===== config.mk =====
export PLATFORM = sky130hd
export DESIGN_NAME = bin2bcd_seq
export DESIGN_NICKNAME = d
export VERILOG_FILES = /design/src/rtl/bin2bcd_seq.sv
export SDC_FILE = /design/constraint.sdc
export NUM_CORES = 1
export LEC_CHECK = 0
export CORE_MARGIN = 2
export CORE_UTILIZATION = 54
export CTS_BUF_LIST = sky130_fd_sc_hd__clkbuf_16
export DETAILED_ROUTE_END_ITERATION = 7
export PLACE_DENSITY = 0.82
export SLEW_MARGIN = 20
export SYNTH_ARGS = -nofsm -noshare
export SYNTH_HDL_FRONTEND = slang
export SYNTH_SLANG_ARGS = --single-unit

===== constraint.sdc =====
create_clock -name i_clk -period 1.6 [get_ports i_clk]
set_input_delay 0.32 -clock i_clk [delete_from_list [all_inputs] [get_ports i_clk]]
set_output_delay 0.32 -clock i_clk [all_outputs]
set_load 0.02 [all_outputs]

===== src/rtl/bin2bcd_seq.sv =====
// bin2bcd_seq: sequential double-dabble binary-to-BCD converter, one bit per clock
module bin2bcd_seq #(
    parameter int W      = 8,
    parameter int DIGITS = 3
) (
    input  logic                  i_clk,
    input  logic                  i_rst_n,
    input  logic                  i_start,
    input  logic [W-1:0]          i_bin,
    output logic                  o_busy,
    output logic                  o_done,
    output logic [4*DIGITS-1:0]   o_bcd
);
    localparam int CW = $clog2(W + 1);
    typedef enum logic [1:0] {IDLE, CONV, DONE} state_t;
    state_t                  r_state;
    logic [CW-1:0]           r_cnt;
    logic [4*DIGITS-1:0]     r_digits;
    logic [W-1:0]            r_bits;
    logic [4*DIGITS-1:0]     w_adj;
    logic [4*DIGITS+W-1:0]   w_shift;
    for (genvar k = 0; k < DIGITS; k++) begin : g_adj
        assign w_adj[4*k+:4] = (r_digits[4*k+:4] >= 4'd5) ? r_digits[4*k+:4] + 4'd3 : r_digits[4*k+:4];
    end
    assign w_shift = {w_adj[4*DIGITS-2:0], r_bits, 1'b0};
    always_ff @(posedge i_clk) begin
        if (!i_rst_n) begin
            r_state  <= IDLE;
            r_cnt    <= '0;
            r_digits <= '0;
            r_bits   <= '0;
            o_busy   <= 1'b0;
            o_done   <= 1'b0;
            o_bcd    <= '0;
        end else begin
            case (r_state)
                IDLE: if (i_start) begin
                    r_bits   <= i_bin;
                    r_digits <= '0;
                    r_cnt    <= '0;
                    o_busy   <= 1'b1;
                    r_state  <= CONV;
                end
                CONV: begin
                    {r_digits, r_bits} <= w_shift;
                    r_cnt <= r_cnt + 1'b1;
                    if (r_cnt == CW'(W - 1)) begin
                        o_bcd   <= w_shift[4*DIGITS+W-1:W];
                        o_done  <= 1'b1;
                        r_state <= DONE;
                    end
                end
                DONE: begin
                    o_done  <= 1'b0;
                    o_busy  <= 1'b0;
                    r_state <= IDLE;
                end
                default: r_state <= IDLE;
            endcase
        end
    end
endmodule


-- Word level (Yosys, flattened, before mapping)
Cells that the tools add are included.
W data, S select, Z words.
- magnitude comparators: 3
- eq/ne operators: 5
- $add $sub $neg: 4
- multiplexer cells: 16
- reductions and logical operators: 9
- operator list (operator ; number):
    $pmux W12 S2 ; 1
    $pmux W8 S2 ; 1
    $ge A4 B3 Y1 const B ; 3
    $mux W12 ; 1
    $mux W4 ; 3
    $reduce_and A2 Y1 ; 5
    $add A4 B2 Y4 const B ; 2
    $mux W8 ; 1
    $pmux W4 S2 ; 1
    $reduce_bool A2 Y1 ; 3
    $add A4 B1 Y4 const B ; 1
    $eq A4 B3 Y1 const B ; 1
    $mux W2 ; 2
    $ne A2 B2 Y1 const B ; 2
    $pmux W1 S2 ; 2
    $pmux W2 S2 ; 1
    $add A3 B2 Y3 const B ; 1
    $mux W3 ; 1
    $eq A2 B1 Y1 const B ; 1
    $eq A2 B2 Y1 const B ; 1
    $logic_not A2 Y1 ; 1
    $mux W1 ; 2
- flip-flop bits (word level): 40
- bits of input ports: 11

-- Depth between registers and ports, before layout
- word-level depth: 3
- gate-level depth with buffers: 6
- depth with buffers taken out: 6

-- Least setup slack after synthesis
No wires, ideal clock.
- path kind: register to register
- start: reg r_digits[4]
- end: reg r_digits[6]
- data arrival time: 1.376 ns
- data required time: 1.525 ns
- period minus slack after synthesis: 1.450 ns
- cell stages (with the launch flop): 7
- buffers on the path: 0
- setup slack: 0.150 ns
- cell sequence: dfxtp_1 > inv_1 > ha_1 > nand2b_1 > a21oi_1 > mux2_2 > o21ai_0
- word-level cells in the longest chain between the ends: 3
- elaborated cells between the ends (all ways): 4
- those cells by class: 1 x add/sub; 1 x order compare; 2 x mux
- RTL lines (element ; line ; source):
    from (decl) ; 18 ; logic [4*DIGITS-1:0] r_digits;
    from (signal assigned) ; 45 ; {r_digits, r_bits} <= w_shift;
    $add A4 B2 Y4 or $ge A4 B3 Y1 (tied branches) ; 23 ; assign w_adj[4*k+:4] = (r_digits[4*k+:4] >= 4'd5) ? r_digits[4*k+:4] + 4'd3 : r_digits[4*k+:4];
    $mux W4 * ; 23 ;
    $pmux W12 S2 * ; 36 ; case (r_state)
Mark *: on every way between the ends. The rest lies on a longest branch, timed or not.
A chain may end at the register's enable or synchronous reset.

-- Worst setup path in the final report
- start: reg r_digits[5]
- end: reg r_digits[6]
Same word-level chain as after synthesis.

==> flow_summary.yaml <==
status:
  status: "finished, final reports clean"
critical_path:
  cp_max_fo: 3
  cp_cell_sequence: "inv_1, ha_1, nand2b_1, a21oi_2, mux2_2, o21ai_0"
  cpPeakStageDelay_ns: 0.36
  cp_top_family: "flip-flops"
  reg2reg_slack_ns: 0.06
  critical_path_class: "flop to flop"
  cp.arrival_ns: 1.75
  cp-end-kind: "flop"
  rr_startpoint: "r_digits[5]"
  critPathSlowestCell: "dfxtp_1"
  r2r_end: "r_digits[6]"
  reg2regPathDepth: 6
  required_ns: 1.80
  crit_buf_inv: 1
  critPathLaunchType: "flop"
global_routing:
  grt_pass1_wl_um: 6624
  overflow: 0
  antenna_found_initial: 0
  grt_usage_pct: 21.11
  grt_start_max_net_pins: 27
  grt_pass1_vias: 1539
logic_synthesis:
  synth-simple-area-share_pct: 18.79
  synth_area_mm2: 0.001838
  ys_seq_area_share_pct: 43.57
  yosys.area.top_type: "dfxtp_1"
  synth_compound_area_share_pct: 23.01
  yosys_most_used_dff: "dfxtp_1"
  syn_avg_cell_area_um2: 8.629
  yosysMostFrequentCell: "dfxtp_1"
  synth_async_sr_flop_share_pct: 0
  synth-xor-area-share_pct: 1.430
  synth_cell_types: 31
  synth_commonest_cells: "dfxtp_1 (40), o21ai_0 (23), nand2_1 (21)"
  synth_fa_ha_area_share_pct: 4.765
  yosysWarnings: 0
  ys_ff_latch: 40
  synthesis.nets: 231
  ys_top_cells_by_area: "dfxtp_1 (44%), o21ai_0 (6.3%), a21oi_1 (5.4%), ha_1 (4.8%), nand2_1 (4.3%)"
  synth_top_family_by_area: "compound AO/OA/AOI/OAI gates"
  muxShareOfSynthArea_pct: 2.383
  synth_edf_count: 0
  synth.top_cell.area_share_pct: 43.57
  syn_inst: 213
power_and_ir_drop:
  comb_power_share_pct: 7.6
  p_leak_uw: 0.0008928
  p_sw_uw: 464.3
  vdd_ir_drop_max_mv: 0.7959
  p_int_uw: 1660
  swShare_pct: 21.86
  p_clk_share_pct: 43.5
  p_seq_share_pct: 48.9
  power.density_mw_per_mm2: 909.5
floorplanning:
  die_w_um: 62.34
  die_h_um: 62.34
  start_util_pct: 55.52
  core_mm2: 0.003311
  rows: 21
  die_area_mm2: 0.003886
  io_pins: 25
sta:
  fin_skew_ns: 0.002153
  worst_pin_slew_ns: 0.2611
  max_freq_mhz: 647.7
  setup_violations: 0
  period_minus_slack_ns: 1.544
  relSlewSlack_pct: 82.49
  drv_slew: 0
  timing.final.ws_setup_ns: 0.05612
  finalHoldViolations: 0
  period_share_pct: 96.49
min_path:
  hp-class: "flop to flop"
  hold_path.startpoint: "r_digits[9]"
  hold_end: "r_digits[9]"
  min_path_cells: 2
cells_and_area:
  final_layout_size_suffix_gt1_share_pct: 11.74
  syn2layout_area_growth_pct: 27.09
  n_fill_cell: 273
  num_antenna_cells: 0
  fin_util_pct: 70.56
  fin_nets: 264
clock_network:
  clockBufferDepth: 2
  cts_tree: "done"
  clockRootBuffer: "clkbuf_16"
  clkSinkCount: 40
  clk_pin_slew_ns: 0.05
  numCtsBuffers: 5
  htreeDepth: 2
  clock_latency_ns: 0.28
routing:
  remaining_drc_errors: 0
  wl_met2_um: 1826
  ant_nets: 0
  met3_length_um: 206
  top_layer: "met4"
  wirelength_um: 3820
  drt_iter0_markers: 92
  wl_met1_um: 1698
  first_pass_iters: 5
  vias_per_cell: 5.556
  vias: 1628
  detail_route.wl_per_cell_um: 13.04
job:
  maxCapViolCount: 0
place:
  port_buffers: 24
  pre_cts_ws_ns: 0.03012
  hpwl_um: 2532
  globalplace.congestion: 0.7548
state kept, by name (all words and copies together) (netlist names):
register / count
o_busy: 1
r_bits: 8
o_done: 1
r_cnt: 4
r_state: 2
r_digits: 12
o_bcd: 12
worst max-delay path by stage:
stage                      startpoint     endpoint  slack, ns  depth (start not counted)
after floorplan           r_digits[4]  r_digits[6]       0.15                          6
after global placement       r_cnt[0]     o_bcd[0]        0.1                          5
after detailed placement  r_digits[5]  r_digits[6]       0.03                          6
after CTS                    r_cnt[0]     o_bcd[0]       0.04                          5
after global routing      r_digits[5]  r_digits[6]      -0.02                          6
final                     r_digits[5]  r_digits[6]       0.06                          6
power by group through the flow:
stage | combinational (µW) | sequential (µW) | clock (µW)
after floorplan | 95.6 | 1060 | 0
after global placement | 158 | 1060 | 0
after detailed placement | 160 | 1060 | 0
after CTS | 161 | 1040 | 939
after global routing | 182 | 1040 | 991
final | 161 | 1040 | 923
cells by family after synthesis:
| logic type | count (synthesis) |
|---|---|
| AOI/OAI and AO/OA | 70 |
| and+or+nand+nor | 66 |
| DFF | 40 |
| buffers and inverters | 23 |
| adders and majority gates | 7 |
| muxes | 4 |
| xor gates and xnor gates | 3 |
per-stage QoR:
| stage | hold slack [ns] | TNS [ns] | instances | area (µm²) | power, µW |
|---|---|---|---|---|---|
| after detailed placement | 0.4627 | 0 | 284 | 2180 | 1221 |
| after global routing | 0.4947 | -0.01597 | 293 | 2336 | 2216 |
| after floorplan | 0.4439 | 0 | 213 | 1838 | 1156 |
| after global placement | 0.4589 | 0 | 284 | 2180 | 1218 |
| after CTS | 0.4774 | 0 | 292 | 2320 | 2140 |
| final | 0.4711 | 0 | 293 | 2336 | 2125 |
cell type report:
| cell class | instances | area (µm²) | area share (%) |
|---|---|---|---|
| multi-input combinational | 150 | 938.4 | 40.17 |
| sequential | 40 | 800.8 | 34.28 |
| timing repair buffer | 39 | 365.4 | 15.64 |
| clock buffer | 5 | 125.1 | 5.356 |
| tap | 46 | 57.56 | 2.464 |
| inverter | 10 | 37.54 | 1.607 |
| clock inverter | 3 | 11.26 | 0.4821 |
worst reg2reg max path, stage by stage, from the launching register on:
cell	delay, ns
dfxtp_1	0.36
inv_1	0.08
ha_1	0.17
nand2b_1	0.15
a21oi_2	0.18
mux2_2	0.36
o21ai_0	0.16
cells in the final DEF (no fill, tap or decap), types with 2 or more instances in the layout:
cell	instances
nor3b_1	6
o22ai_1	9
a22oi_1	3
ha_1	7
o211a_1	3
nor3_1	4
nand3_1	13
clkinv_1	2
a21oi_1	17
clkdlybuf4s50_1	24
dfxtp_1	40
clkbuf_16	5
nand2_1	21
o21ai_0	23
inv_1	11
xnor2_1	3
nor2b_1	5
nand2b_1	4
mux2_2	3
buf_4	14
o221ai_1	7
nor2_1	7
a21oi_2	3
a21boi_0	4
per-layer routing:
metal / global-route usage [%] / vias to the layer above
met2: 37.09 / 39
met5: 0 / -
li1: - / 824
met4: 9.167 / 0
met3: 5.616 / 10
met1: 24.13 / 755
what timing repair did:
item                       CTS  global route
pin swaps                    0             2
resized for setup            1             3
hold buffers                 0             0
setup endpoints to repair    1             8
setup buffers                0             1
Power figures use the tool's default switching activity.
